### config.mk
export PLATFORM = sky130hd
export DESIGN_NAME = i2c_line_conditioner
export DESIGN_NICKNAME = d
export VERILOG_FILES = /design/src/rtl/i2c_line_conditioner.sv
export SDC_FILE = /design/constraint.sdc
export NUM_CORES = 1
export LEC_CHECK = 0
export BUFFER_PORTS_ARGS = -buffer_cell sky130_fd_sc_hd__buf_2
export CAP_MARGIN = 10
export CORE_AREA = 10 10 47 49
export CTS_BUF_LIST = sky130_fd_sc_hd__clkbuf_8
export CTS_CLUSTER_DIAMETER = 40
export CTS_CLUSTER_SIZE = 12
export DETAILED_ROUTE_END_ITERATION = 10
export DIE_AREA = 0 0 57 59
export GPL_ROUTABILITY_DRIVEN = 0
export GPL_TIMING_DRIVEN = 0
export HOLD_SLACK_MARGIN = 0.1
export PLACE_DENSITY = 0.72
export SKIP_LAST_GASP = 1
export SLEW_MARGIN = 20
export SYNTH_ARGS = -nofsm -noshare
export SYNTH_HDL_FRONTEND = slang
export SYNTH_SLANG_ARGS = --single-unit
### constraint.sdc
create_clock -name clk -period 2.8 [get_ports clk]
set_input_delay 0.42 -clock clk [delete_from_list [all_inputs] [get_ports clk]]
set_output_delay 0.42 -clock clk [all_outputs]
set_load 0.02 [all_outputs]
### src/rtl/i2c_line_conditioner.sv
// i2c_line_conditioner
// Per-bus input conditioner between the SCL/SDA pad buffers and the
// pad-facing inputs of the I2C bus-sharing interconnect. Both lines are
// synchronised and glitch-filtered. START/STOP conditions and bus busy are
// derived from the filtered lines. An optional SCL stuck-low monitor raises
// a sticky flag for software.
//
// Optional feature macro: I2C_LINE_CONDITIONER_TIMEOUT_EN
//   defined   : stuck-low counter and sticky stuck_low flag are built
//   undefined : stuck_low is tied to 0; timeout_limit and stuck_clr are unused
//
// Parameters
//   SYNC_STAGES   synchroniser depth per line (>= 2)
//   FILTER_LEN    cycles a new synchronised level must hold (>= 1)
//   TIMEOUT_W     width of the stuck-low counter and timeout_limit
// Ports
//   clk, rst        single clock, asynchronous active-high reset
//   scl_pad_i       raw asynchronous SCL from the pad
//   sda_pad_i       raw asynchronous SDA from the pad
//   scl_i, sda_i    filtered lines towards the interconnect
//   start_det       one-cycle pulse on START / repeated START
//   stop_det        one-cycle pulse on STOP
//   bus_busy        high between START and STOP
//   timeout_limit   SCL-low cycles counted as stuck (0 disables)
//   stuck_low       sticky stuck-SCL flag
//   stuck_clr       single-cycle clear for stuck_low

module i2c_line_conditioner #(
  parameter int unsigned SYNC_STAGES = 2,
  parameter int unsigned FILTER_LEN  = 3,
  parameter int unsigned TIMEOUT_W   = 20
) (
  input  logic                 clk,
  input  logic                 rst,
  input  logic                 scl_pad_i,
  input  logic                 sda_pad_i,
  output logic                 scl_i,
  output logic                 sda_i,
  output logic                 start_det,
  output logic                 stop_det,
  output logic                 bus_busy,
  input  logic [TIMEOUT_W-1:0] timeout_limit,
  output logic                 stuck_low,
  input  logic                 stuck_clr
);

  localparam int unsigned CW = $clog2(FILTER_LEN + 1);

  // Line index 0 = SCL, 1 = SDA
  logic [SYNC_STAGES-1:0] scl_sync;
  logic [SYNC_STAGES-1:0] sda_sync;
  logic [1:0]             x_s;
  logic [1:0]             filt;

  // Synchroniser chains, idle-high after reset
  always_ff @(posedge clk or posedge rst) begin
    if (rst) begin
      scl_sync <= '1;
      sda_sync <= '1;
    end else begin
      scl_sync <= {scl_sync[SYNC_STAGES-2:0], scl_pad_i};
      sda_sync <= {sda_sync[SYNC_STAGES-2:0], sda_pad_i};
    end
  end

  assign x_s = {sda_sync[SYNC_STAGES-1], scl_sync[SYNC_STAGES-1]};

  // Glitch filter: output follows only after FILTER_LEN consecutive differing samples
  for (genvar g = 0; g < 2; g++) begin : g_filt
    logic          f_q;
    logic [CW-1:0] c_q;

    always_ff @(posedge clk or posedge rst) begin
      if (rst) begin
        f_q <= 1'b1;
        c_q <= '0;
      end else if (x_s[g] == f_q) begin
        c_q <= '0;
      end else if (c_q == CW'(FILTER_LEN - 1)) begin
        f_q <= x_s[g];
        c_q <= '0;
      end else begin
        c_q <= c_q + CW'(1);
      end
    end

    assign filt[g] = f_q;
  end

  assign scl_i = filt[0];
  assign sda_i = filt[1];

  // Delayed copies reset low so a START needs the lines to be seen high first
  logic scl_d;
  logic sda_d;
  logic start_c;
  logic stop_c;

  always_ff @(posedge clk or posedge rst) begin
    if (rst) begin
      scl_d <= 1'b0;
      sda_d <= 1'b0;
    end else begin
      scl_d <= scl_i;
      sda_d <= sda_i;
    end
  end

  // SCL must be high both before and after, which rejects simultaneous edges
  always_comb begin
    start_c = 1'b0;
    stop_c  = 1'b0;
    if (scl_d && scl_i) begin
      start_c = sda_d && !sda_i;
      stop_c  = !sda_d && sda_i;
    end
  end

  // Registered event pulses and busy tracking
  always_ff @(posedge clk or posedge rst) begin
    if (rst) begin
      start_det <= 1'b0;
      stop_det  <= 1'b0;
      bus_busy  <= 1'b0;
    end else begin
      start_det <= start_c;
      stop_det  <= stop_c;
      if (start_c) begin
        bus_busy <= 1'b1;
      end else if (stop_c) begin
        bus_busy <= 1'b0;
      end
    end
  end

`ifdef I2C_LINE_CONDITIONER_TIMEOUT_EN
  logic [TIMEOUT_W-1:0] tcnt;
  logic                 limit_en;
  logic                 stuck_q;

  assign limit_en = (timeout_limit != '0);

  // SCL-low counter; holds (never wraps) when above a lowered limit
  always_ff @(posedge clk or posedge rst) begin
    if (rst) begin
      tcnt <= '0;
    end else if (scl_i) begin
      tcnt <= '0;
    end else if (limit_en && (tcnt < timeout_limit)) begin
      tcnt <= tcnt + TIMEOUT_W'(1);
    end
  end

  // Sticky flag; clear wins, but re-sets next cycle if the count still matches
  always_ff @(posedge clk or posedge rst) begin
    if (rst) begin
      stuck_q <= 1'b0;
    end else if (stuck_clr) begin
      stuck_q <= 1'b0;
    end else if (limit_en && (tcnt == timeout_limit)) begin
      stuck_q <= 1'b1;
    end
  end

  assign stuck_low = stuck_q;
`else
  logic unused_timeout;

  assign unused_timeout = ^{timeout_limit, stuck_clr};
  assign stuck_low      = 1'b0;
`endif

endmodule
==> results.yml, run 1 <==
yosys:
  synth_enable_flop_cells: 0
  ys_async_sr_fraction_pct: 100.0
  ys_warn_count: 0
  synthesis.instances: 36
  synth_top_area_cell: "sky130_fd_sc_hd__dfrtp_1"
  post-synth-top-count-cell: "sky130_fd_sc_hd__dfrtp_1"
  synth_top_area_share_pct: 44.44
  postSynthAreaPerCell_um2: 14.08
  synth.net_count: 61
  mappedNetlistArea_um2: 506.7
  ys_seq_area_share_pct: 75.56
  yosys_register_bits: 15
  ys_top_cells_by_area: "sky130_fd_sc_hd__dfrtp_1 (44%), sky130_fd_sc_hd__dfstp_2 (31%), sky130_fd_sc_hd__nor3_1 (4.0%), sky130_fd_sc_hd__xnor2_1 (3.5%), sky130_fd_sc_hd__mux2_2 (2.2%)"
  yosys_most_used_dff: "sky130_fd_sc_hd__dfrtp_1"
  synth_cell_type_count: 18
  commonest_cells_in_the_synthesized_netlist: "sky130_fd_sc_hd__dfrtp_1 (9), sky130_fd_sc_hd__dfstp_2 (6), sky130_fd_sc_hd__nor3_1 (4)"
layout:
  post_route_cells_drive_above_1_share_pct: 43.75
  layout.nets: 74
  area.sequential_um2: 382.9
  multi_input_comb_area_um2: 105.1
  areaGrowthSynthToFinish_pct: 20.74
  nFillCells: 142
  antenna_cells_inserted: 0
  finish.cell_count_without_fillers: 64
power_and_ir_drop:
  total_leakage_power_nw: 0.2921
  p_total_uw: 676.6
  vdd_ir_drop_max_uv: 391.8
  power_density_nw_per_um2: 1106
setup_path:
  critical_path.max_fanout: 6
  cpPeakStageDelay_ps: 590
  cpLargestDelayFamily: "flip-flops"
  critPathCaptureType: "output pin"
  critical_path.startpoint_type: "flop"
  worst-path-buf-inv: 1
  crit_slowest_cell: "sky130_fd_sc_hd__dfstp_2"
  path_cells: "buf_2"
  required_ps: 2380
  timing_worst_setup_path_type: "reg2out"
  data_arrival_critical_path_ps: 1020
drt:
  wl_per_cell_um: 11.33
  num_vias: 290
  drt_first_pass_iters: 4
  route.detailed.drc: 0
  first_drt_iteration_drcs: 4
  ant_nets: 0
  finalWirelength_um: 725
  drt-vias-per-instance: 4.531
timing:
  totalNegativeSetupSlack_ps: 0
  final_period_minus_worst_setup_slack_ps: 1437
  fin_crit_sh_pct: 51.32
  worst_clock_skew_ps: 4.565
  maxClockFrequency_mhz: 696.0
  timing.final.setup_violations: 0
  tightest_slew_ps: 525.6
  max-slew-margin-rel_pct: 64.92
  slew_violations: 0
  unrepaired_setup_endpoints_after_global_routing: "no"
  finalHoldViolCount: 0
clock_network:
  clock_sink_count: 15
  clock_tree.htree_level_count: 1
  post_cts_buffers: 0
  clock_latency_ps: 240
  clk_pin_slew_ps: 60
  clock_tree.buffer_depth: 2
  root_buffer: "sky130_fd_sc_hd__clkbuf_8"
  cts-buffers-inserted: 3
  ctsResizeCount: 0
  tritoncts_clock_tree: "built"
  hold_buffers: 0
place:
  port-buffer-count: 8
  place.detailed.instances: 60
  dp_hpwl_um: 547
outcome:
  status: "finished clean"
global_routing:
  grt_first_pass_wirelength_mm: 1.207
  use_met2_pct: 6.202
  grt_max_degree: 16
  global_route_layer_with_the_greatest_usage: "met2"
  met3_grt_util_pct: 2.146
  grt_use_total_pct: 4.605
  grt_pass1_vias: 296
  globalRouteMet1Util_pct: 4.950
  antenna_violations_before_repair: 0
  globalRoute.totalOverflow: 0
floorplan:
  initial_core_util_pct: 36.16
  die_width_um: 57
  placement_rows: 14
  core_ar_um2: 1401
  die_height_um: 59
  floorplan.die_area_um2: 3363
  boundaryPins: 31
run:
  max-cap-violations: 0
min_path:
  min_path_type: "in2async"
## flip-flops by register name (all words and copies together) (netlist names)
signal / count
sda_sync: 2
g_filt.c_q: 4
scl_sync: 2
scl_d: 1
start_det: 1
sda_d: 1
bus_busy: 1
stop_det: 1
sda_i: 1
scl_i: 1
## through the flow
| stage | setup WS (ps) | hold WS (ps) | area, µm² | util, % |
|---|---|---|---|---|
| 2_1_floorplan | 1710 | 317.2 | 506.7 | - |
| 3_3_place_gp | 1617 | 346.3 | 566.8 | 40.45 |
| 3_5_place_dp | 1620 | 348.5 | 566.8 | 40.45 |
| 4_1_cts | 1352 | 226.3 | 611.8 | 43.66 |
| 5_1_grt | 1329 | 255.2 | 611.8 | 43.66 |
| 6_report | 1363 | 203.7 | 611.8 | 43.66 |
## power by group
part	internal, mW	switching, mW	total, mW	leakage [nW]
Clock	0.0968	0.0676	0.164	0.0269
Sequential	0.298	0.0532	0.351	0.179
Combinational	0.0706	0.0906	0.161	0.0860
Total	0.465	0.211	0.677	0.292
## placed cells by master, fill, tap and decap left out
cell and n:
sky130_fd_sc_hd__mux2_2 1, sky130_fd_sc_hd__nand2_1 1, sky130_fd_sc_hd__conb_1 1, sky130_fd_sc_hd__xnor2_1 2
sky130_fd_sc_hd__o31ai_1 1, sky130_fd_sc_hd__dfrtp_1 9, sky130_fd_sc_hd__nor3b_1 1, sky130_fd_sc_hd__nor3_1 4
sky130_fd_sc_hd__nor2_1 1, sky130_fd_sc_hd__nand3_1 1, sky130_fd_sc_hd__inv_1 3, sky130_fd_sc_hd__inv_2 1
sky130_fd_sc_hd__a31o_2 1, sky130_fd_sc_hd__dfstp_2 6, sky130_fd_sc_hd__o21ai_1 1, sky130_fd_sc_hd__buf_4 1
sky130_fd_sc_hd__buf_2 8, sky130_fd_sc_hd__clkbuf_8 3, sky130_fd_sc_hd__a21oi_1 1, sky130_fd_sc_hd__nor2b_1 1
## layer usage
layer  wire [µm]  share of wire, %
met1         335                46
met2         298                41
met3          69               9.5
met4          22               3.0
met5           0                 0
## worst paths after layout
kind                                            start                    endpoint  slack (ps)  depth (start not counted)
worst min-delay path                              rst  g_filt[1].c_q[1]$_DFF_PP0_         200                          2
worst max register to register      sda_i$_DFFE_PP1P_        bus_busy$_DFFE_PP0P_        1720                          3
max in group asynchronous                         rst           scl_i$_DFFE_PP1P_        2230                          2
worst max-delay path                sda_i$_DFFE_PP1P_                       sda_i        1360                          1
min in group clk                            sda_pad_i       sda_sync[0]$_DFF_PP1_         270                          1
worst min register to register  scl_sync[0]$_DFF_PP1_       scl_sync[1]$_DFF_PP1_         360                          0
## final cells by class
| class | count | share of cell area, % |
|---|---|---|
| clock inverters | 1 | 0.6135 |
| multi-input cells | 17 | 17.18 |
| flip-flops and latches | 15 | 62.58 |
| well taps | 16 | 3.272 |
| repair buffers | 8 | 6.544 |
| inverters | 3 | 1.840 |
| clock buffers | 3 | 6.748 |
| plain buffers | 1 | 1.227 |
## kinds of logic after synthesis
family / Yosys count / synth area share [%]
XOR/XNOR: 2 / 3.457
AND/OR/NAND/NOR: 9 / 9.135
other: 1 / 0.7400
multiplexers: 1 / 2.222
buffers and inverters: 4 / 3.704
AO/OA/AOI/OAI: 4 / 5.184
flip-flops: 15 / 75.56
Power figures use the tool's default switching activity.
==> inputs of run 2 (changes only) <==
--- a/config.mk
+++ b/config.mk
@@ -7,16 +7,16 @@
 export LEC_CHECK = 0
 export BUFFER_PORTS_ARGS = -buffer_cell sky130_fd_sc_hd__buf_2
 export CAP_MARGIN = 10
-export CORE_AREA = 10 10 47 49
+export CORE_MARGIN = 10
+export CORE_UTILIZATION = 38
 export CTS_BUF_LIST = sky130_fd_sc_hd__clkbuf_8
 export CTS_CLUSTER_DIAMETER = 40
 export CTS_CLUSTER_SIZE = 12
 export DETAILED_ROUTE_END_ITERATION = 10
-export DIE_AREA = 0 0 57 59
 export GPL_ROUTABILITY_DRIVEN = 0
 export GPL_TIMING_DRIVEN = 0
 export HOLD_SLACK_MARGIN = 0.1
-export PLACE_DENSITY = 0.72
+export PLACE_DENSITY = 0.75
 export SKIP_LAST_GASP = 1
 export SLEW_MARGIN = 20
 export SYNTH_ARGS = -nofsm -noshare
==> constraint.sdc (replaced) <==
create_clock -name clk -period 1.2 [get_ports clk]
set_input_delay 0.18 -clock clk [delete_from_list [all_inputs] [get_ports clk]]
set_output_delay 0.18 -clock clk [all_outputs]
set_load 0.02 [all_outputs]
==> results.yml, run 2 (synthesis results as in run 1) <==
layout:
  areaGrowthSynthToFinish_pct: 30.86
  post_route_cells_drive_above_1_share_pct: 46.15
  antenna_cells_inserted: 0
  layout.nets: 78
  largest_register_ff_count: 4
  mostFrequentLayoutCells: "sky130_fd_sc_hd__dfrtp_1 (9), sky130_fd_sc_hd__buf_2 (6), sky130_fd_sc_hd__dfstp_2 (6)"
  regMostFlops: "g_filt.c_q"
  nFillCells: 115
  final_common_cell: "sky130_fd_sc_hd__dfrtp_1"
  top_regs: "g_filt.c_q x4, scl_sync x2, sda_sync x2"
  finish.cell_count_without_fillers: 67
run:
  max-cap-violations: 0
drt:
  ant_nets: 0
  wl_per_cell_um: 13.21
  route.detailed.drc: 0
  first_drt_iteration_drcs: 1
  drt_first_pass_iters: 2
  num_vias: 317
  drt-vias-per-instance: 4.731
  finalWirelength_um: 885
timing:
  final_period_minus_worst_setup_slack_ps: 1159
  worst_clock_skew_ps: 0.5828
  slew_violations: 0
  fin_crit_sh_pct: 96.62
  finalHoldViolCount: 0
  unrepaired_setup_endpoints_after_global_routing: "no"
  timing.final.setup_violations: 0
  tightest_slew_ps: 529.7
  totalNegativeSetupSlack_ps: 0
  max-slew-margin-rel_pct: 64.65
  maxClockFrequency_mhz: 862.5
floorplan:
  placement_rows: 13
  core_ar_um2: 1285
  die_height_um: 56.52
  initial_core_util_pct: 39.44
  floorplan.die_area_um2: 3194
  boundaryPins: 31
  die_width_um: 56.52
setup_path:
  critical_path.startpoint_type: "flop"
  cpLargestDelayFamily: "flip-flops"
  critPathCaptureType: "output pin"
  cpPeakStageDelay_ps: 590
  worst-path-buf-inv: 1
  crit_slowest_cell: "sky130_fd_sc_hd__dfstp_2"
  data_arrival_critical_path_ps: 980
  cp.depth: 1
  timing_worst_setup_path_type: "reg2out"
  path_cells: "buf_6"
  reg2reg_depth: 3
  critical_path.max_fanout: 6
  required_ps: 1020
power_and_ir_drop:
  power_density_nw_per_um2: 2551
  internal_power_mw: 1.145
  power_frac_seq_pct: 49.1
  switching_power_uw: 546.9
  total_leakage_power_nw: 0.3116
  p_total_mw: 1.692
  power.share.switching_pct: 32.32
  power_frac_clock_pct: 24.0
  vdd_ir_drop_max_uv: 1140
  power.share.combinational_pct: 26.9
outcome:
  status: "finished clean"
clock_network:
  cts-buffers-inserted: 3
  root_buffer: "sky130_fd_sc_hd__clkbuf_8"
  clock_tree.buffer_depth: 2
  clock_sink_count: 15
  clk_pin_slew_ps: 60
  tritoncts_clock_tree: "built"
  clock_tree.htree_level_count: 1
  clock_latency_ps: 250
place:
  place.detailed.instances: 59
  dp_hpwl_um: 578.4
  port-buffer-count: 8
global_routing:
  grt_use_total_pct: 6.236
  globalRoute.totalOverflow: 0
  grt_max_degree: 16
  grt_pass1_vias: 344
  grt_first_pass_wirelength_mm: 1.538
  antenna_violations_before_repair: 0
min_path:
  min_path_type: "reg2reg"
  worst_hold_path.num_cells: 0
[run 2: changes by cell type in the layout (fill, tap and decap cells not counted), sizes merged]
cell	before	now
buf	9	10
clkinv	0	1
dlygate4sd3	0	3
inv	4	3
[run 2: final timing paths]
check	startpoint	endpoint	slack (ps)
max reg2reg	sda_i$_DFFE_PP1P_	bus_busy$_DFFE_PP0P_	100
min in group asynchronous	rst	g_filt[1].c_q[0]$_DFF_PP0_	520
max in group asynchronous	rst	scl_sync[1]$_DFF_PP1_	320
min reg2reg	sda_sync[0]$_DFF_PP1_	sda_sync[1]$_DFF_PP1_	360
max	sda_i$_DFFE_PP1P_	sda_i	40
min	sda_sync[0]$_DFF_PP1_	sda_sync[1]$_DFF_PP1_	360
[run 2: final cells by class]
cell class	instances	area [µm²]	area share (%)
repair buffers	12	86.33	13.02
flip-flops and latches	15	382.9	57.74
multi-input cells	17	110.1	16.60
inverters	3	11.26	1.698
plain buffers	1	7.507	1.132
clock inverters	1	5.005	0.7547
well taps	15	18.77	2.830
clock buffers	3	41.29	6.226
[run 2: repair_timing]
item,4_1_cts,5_1_grt
endpoints found under the hold margin,11,0
setup endpoints to repair,1,3
buffers inserted,0,1
hold buffers,3,0
resized for setup,1,3
[run 2: power by group through the flow]
stage	sequential (mW)	clock (mW)	combinational [mW]
floorplan	0.888	0	0.203
global placement	0.821	0	0.373
detailed placement	0.834	0	0.387
CTS	0.829	0.414	0.404
global route	0.857	0.446	0.498
finish	0.830	0.406	0.455
[run 2: metrics by stage]
stage	setup slack (ps)	hold slack, ps	utilization (%)	cell area (µm²)
final	40.57	356.0	51.61	663.1
after global placement	143.4	235.4	44.01	565.5
after detailed placement	95.75	254.4	44.01	565.5
after CTS	2.177	357.6	50.15	644.4
after global routing	1.652	364.0	51.61	663.1
after floorplan	109.5	77.19	-	506.7
[run 2: metal layers]
metal | vias up | GRT usage [%] | routed length [µm]
met4 | 0 | 4.124 | 20
met2 | 12 | 9.091 | 380
li1 | 149 | - | -
met3 | 2 | 4.494 | 91
met1 | 154 | 6.130 | 392
met5 | - | 0 | 0
==> inputs of run 3 (changes only) <==
--- a/config.mk
+++ b/config.mk
@@ -8,15 +8,14 @@
 export BUFFER_PORTS_ARGS = -buffer_cell sky130_fd_sc_hd__buf_2
 export CAP_MARGIN = 10
 export CORE_MARGIN = 10
-export CORE_UTILIZATION = 38
-export CTS_BUF_LIST = sky130_fd_sc_hd__clkbuf_8
+export CORE_UTILIZATION = 35
 export CTS_CLUSTER_DIAMETER = 40
 export CTS_CLUSTER_SIZE = 12
 export DETAILED_ROUTE_END_ITERATION = 10
 export GPL_ROUTABILITY_DRIVEN = 0
 export GPL_TIMING_DRIVEN = 0
 export HOLD_SLACK_MARGIN = 0.1
-export PLACE_DENSITY = 0.75
+export PLACE_DENSITY = 0.7
 export SKIP_LAST_GASP = 1
 export SLEW_MARGIN = 20
 export SYNTH_ARGS = -nofsm -noshare
==> results.yml, run 3 (synthesis results as in run 1) <==
outcome:
  status: "finished clean"
layout:
  layout.nets: 81
  antenna_cells_inserted: 0
  regMostFlops: "g_filt.c_q"
  area.sequential_um2: 382.9
  nFillCells: 115
  largest_register_ff_count: 4
  post_route_cells_drive_above_1_share_pct: 45.45
  top_regs: "g_filt.c_q x4, scl_sync x2, sda_sync x2"
  areaGrowthSynthToFinish_pct: 29.63
  multi_input_comb_area_um2: 105.1
  final_common_cell: "sky130_fd_sc_hd__dfrtp_1"
  mostFrequentLayoutCells: "sky130_fd_sc_hd__dfrtp_1 (9), sky130_fd_sc_hd__buf_4 (7), sky130_fd_sc_hd__buf_2 (6), sky130_fd_sc_hd__dfstp_2 (6), sky130_fd_sc_hd__nor3_1 (4)"
  final_core_util_pct: 49.25
timing:
  slew_violations: 0
  totalNegativeSetupSlack_ps: 0
  unrepaired_setup_endpoints_after_global_routing: "no"
  max-slew-margin-rel_pct: 64.24
  timing.final.setup_violations: 0
  finalHoldViolCount: 0
  tightest_slew_ps: 535.8
  worst_clock_skew_ps: 0.7975
  fin_crit_sh_pct: 93.49
  final_period_minus_worst_setup_slack_ps: 1122
  maxClockFrequency_mhz: 891.4
clock_network:
  root_buffer: "sky130_fd_sc_hd__clkbuf_4"
  clock_sink_count: 15
  clock_latency_ps: 280
  clock_tree.buffer_depth: 2
  clock_tree.htree_level_count: 1
  cts-buffers-inserted: 3
  tritoncts_clock_tree: "built"
  clk_pin_slew_ps: 80
global_routing:
  grt_use_total_pct: 5.473
  antenna_violations_before_repair: 0
  grt_max_degree: 16
  globalRoute.totalOverflow: 0
  grt_pass1_vias: 336
  grt_first_pass_wirelength_mm: 1.407
floorplan:
  placement_rows: 13
  core_ar_um2: 1334
  die_height_um: 58.05
  die_width_um: 58.05
  floorplan.die_area_um2: 3370
  boundaryPins: 31
  initial_core_util_pct: 37.99
setup_path:
  worst-path-buf-inv: 1
  crit_slowest_cell: "sky130_fd_sc_hd__dfstp_2"
  timing_worst_setup_path_type: "reg2out"
  critPathCaptureType: "output pin"
  critical_path.max_fanout: 2
  cpLargestDelayFamily: "flip-flops"
  path_cells: "buf_4"
  data_arrival_critical_path_ps: 940
  cpPeakStageDelay_ps: 530
  required_ps: 1020
  reg2reg_setup_slack_ps: 90
  critical_path.startpoint_type: "flop"
drt:
  num_vias: 319
  finalWirelength_um: 796
  drt-vias-per-instance: 4.557
  wl_met3_um: 89
  wl_per_cell_um: 11.37
  maxUsedRoutingLayer: "met4"
  drt_first_pass_iters: 4
  ant_nets: 0
  route.detailed.drc: 0
  route.met2.wl_um: 375
  m1WireLength_um: 315
  first_drt_iteration_drcs: 1
min_path:
  min_path_type: "reg2reg"
power_and_ir_drop:
  vdd_ir_drop_max_uv: 904.1
  total_leakage_power_nw: 0.3140
  power_density_nw_per_um2: 2412
run:
  max-cap-violations: 0
place:
  port-buffer-count: 8
[run 3: timing repair]
item | in CTS | in global routing
buffers inserted | 4 | 0
hold endpoints to repair | 11 | 0
setup endpoints to repair | 2 | 0
gates resized for setup | 2 | 0
hold buffers | 3 | 0
[run 3: cell type report]
cell class              count  area share, %
inverters                   3          1.714
flip-flops and latches     15          58.29
clock buffers               4          4.000
repair buffers             15          16.00
plain buffers               1          1.143
well taps                  15          2.857
multi-input cells          17          16.00
[run 3: report_power, final]
group / switching [mW] / internal (mW)
clock network: 0.145 / 0.129
registers: 0.0869 / 0.690
logic: 0.270 / 0.263
[run 3: through the flow]
step                      std cells  total power, mW  setup WS (ps)  area (µm²)  hold slack, ps
final                            70            1.584          78.13       656.9           357.4
after global routing             70            1.694          10.67       656.9           363.5
after CTS                        70            1.617          65.99       656.9           358.7
after detailed placement         59            1.224          118.1       565.5           244.7
after global placement           59            1.199          148.6       565.5           239.1
after floorplan                  36            1.090          109.5       506.7           77.19
[run 3: final timing paths]
check / start / endpoint / depth (start not counted)
max: sda_i$_DFFE_PP1P_ / sda_i / 1
min: scl_sync[0]$_DFF_PP1_ / scl_sync[1]$_DFF_PP1_ / 0
max reg2reg: scl_i$_DFFE_PP1P_ / bus_busy$_DFFE_PP0P_ / 4
min reg2reg: scl_sync[0]$_DFF_PP1_ / scl_sync[1]$_DFF_PP1_ / 0
max in group asynchronous: rst / scl_i$_DFFE_PP1P_ / 3
min in group asynchronous: rst / g_filt[1].c_q[0]$_DFF_PP0_ / 3
[run 3: per-layer routing]
layer,vias to the layer above,GRT usage [%]
met3,4,3.704
li1,156,-
met4,0,5.034
met2,11,8.129
met1,148,4.926
met5,-,0
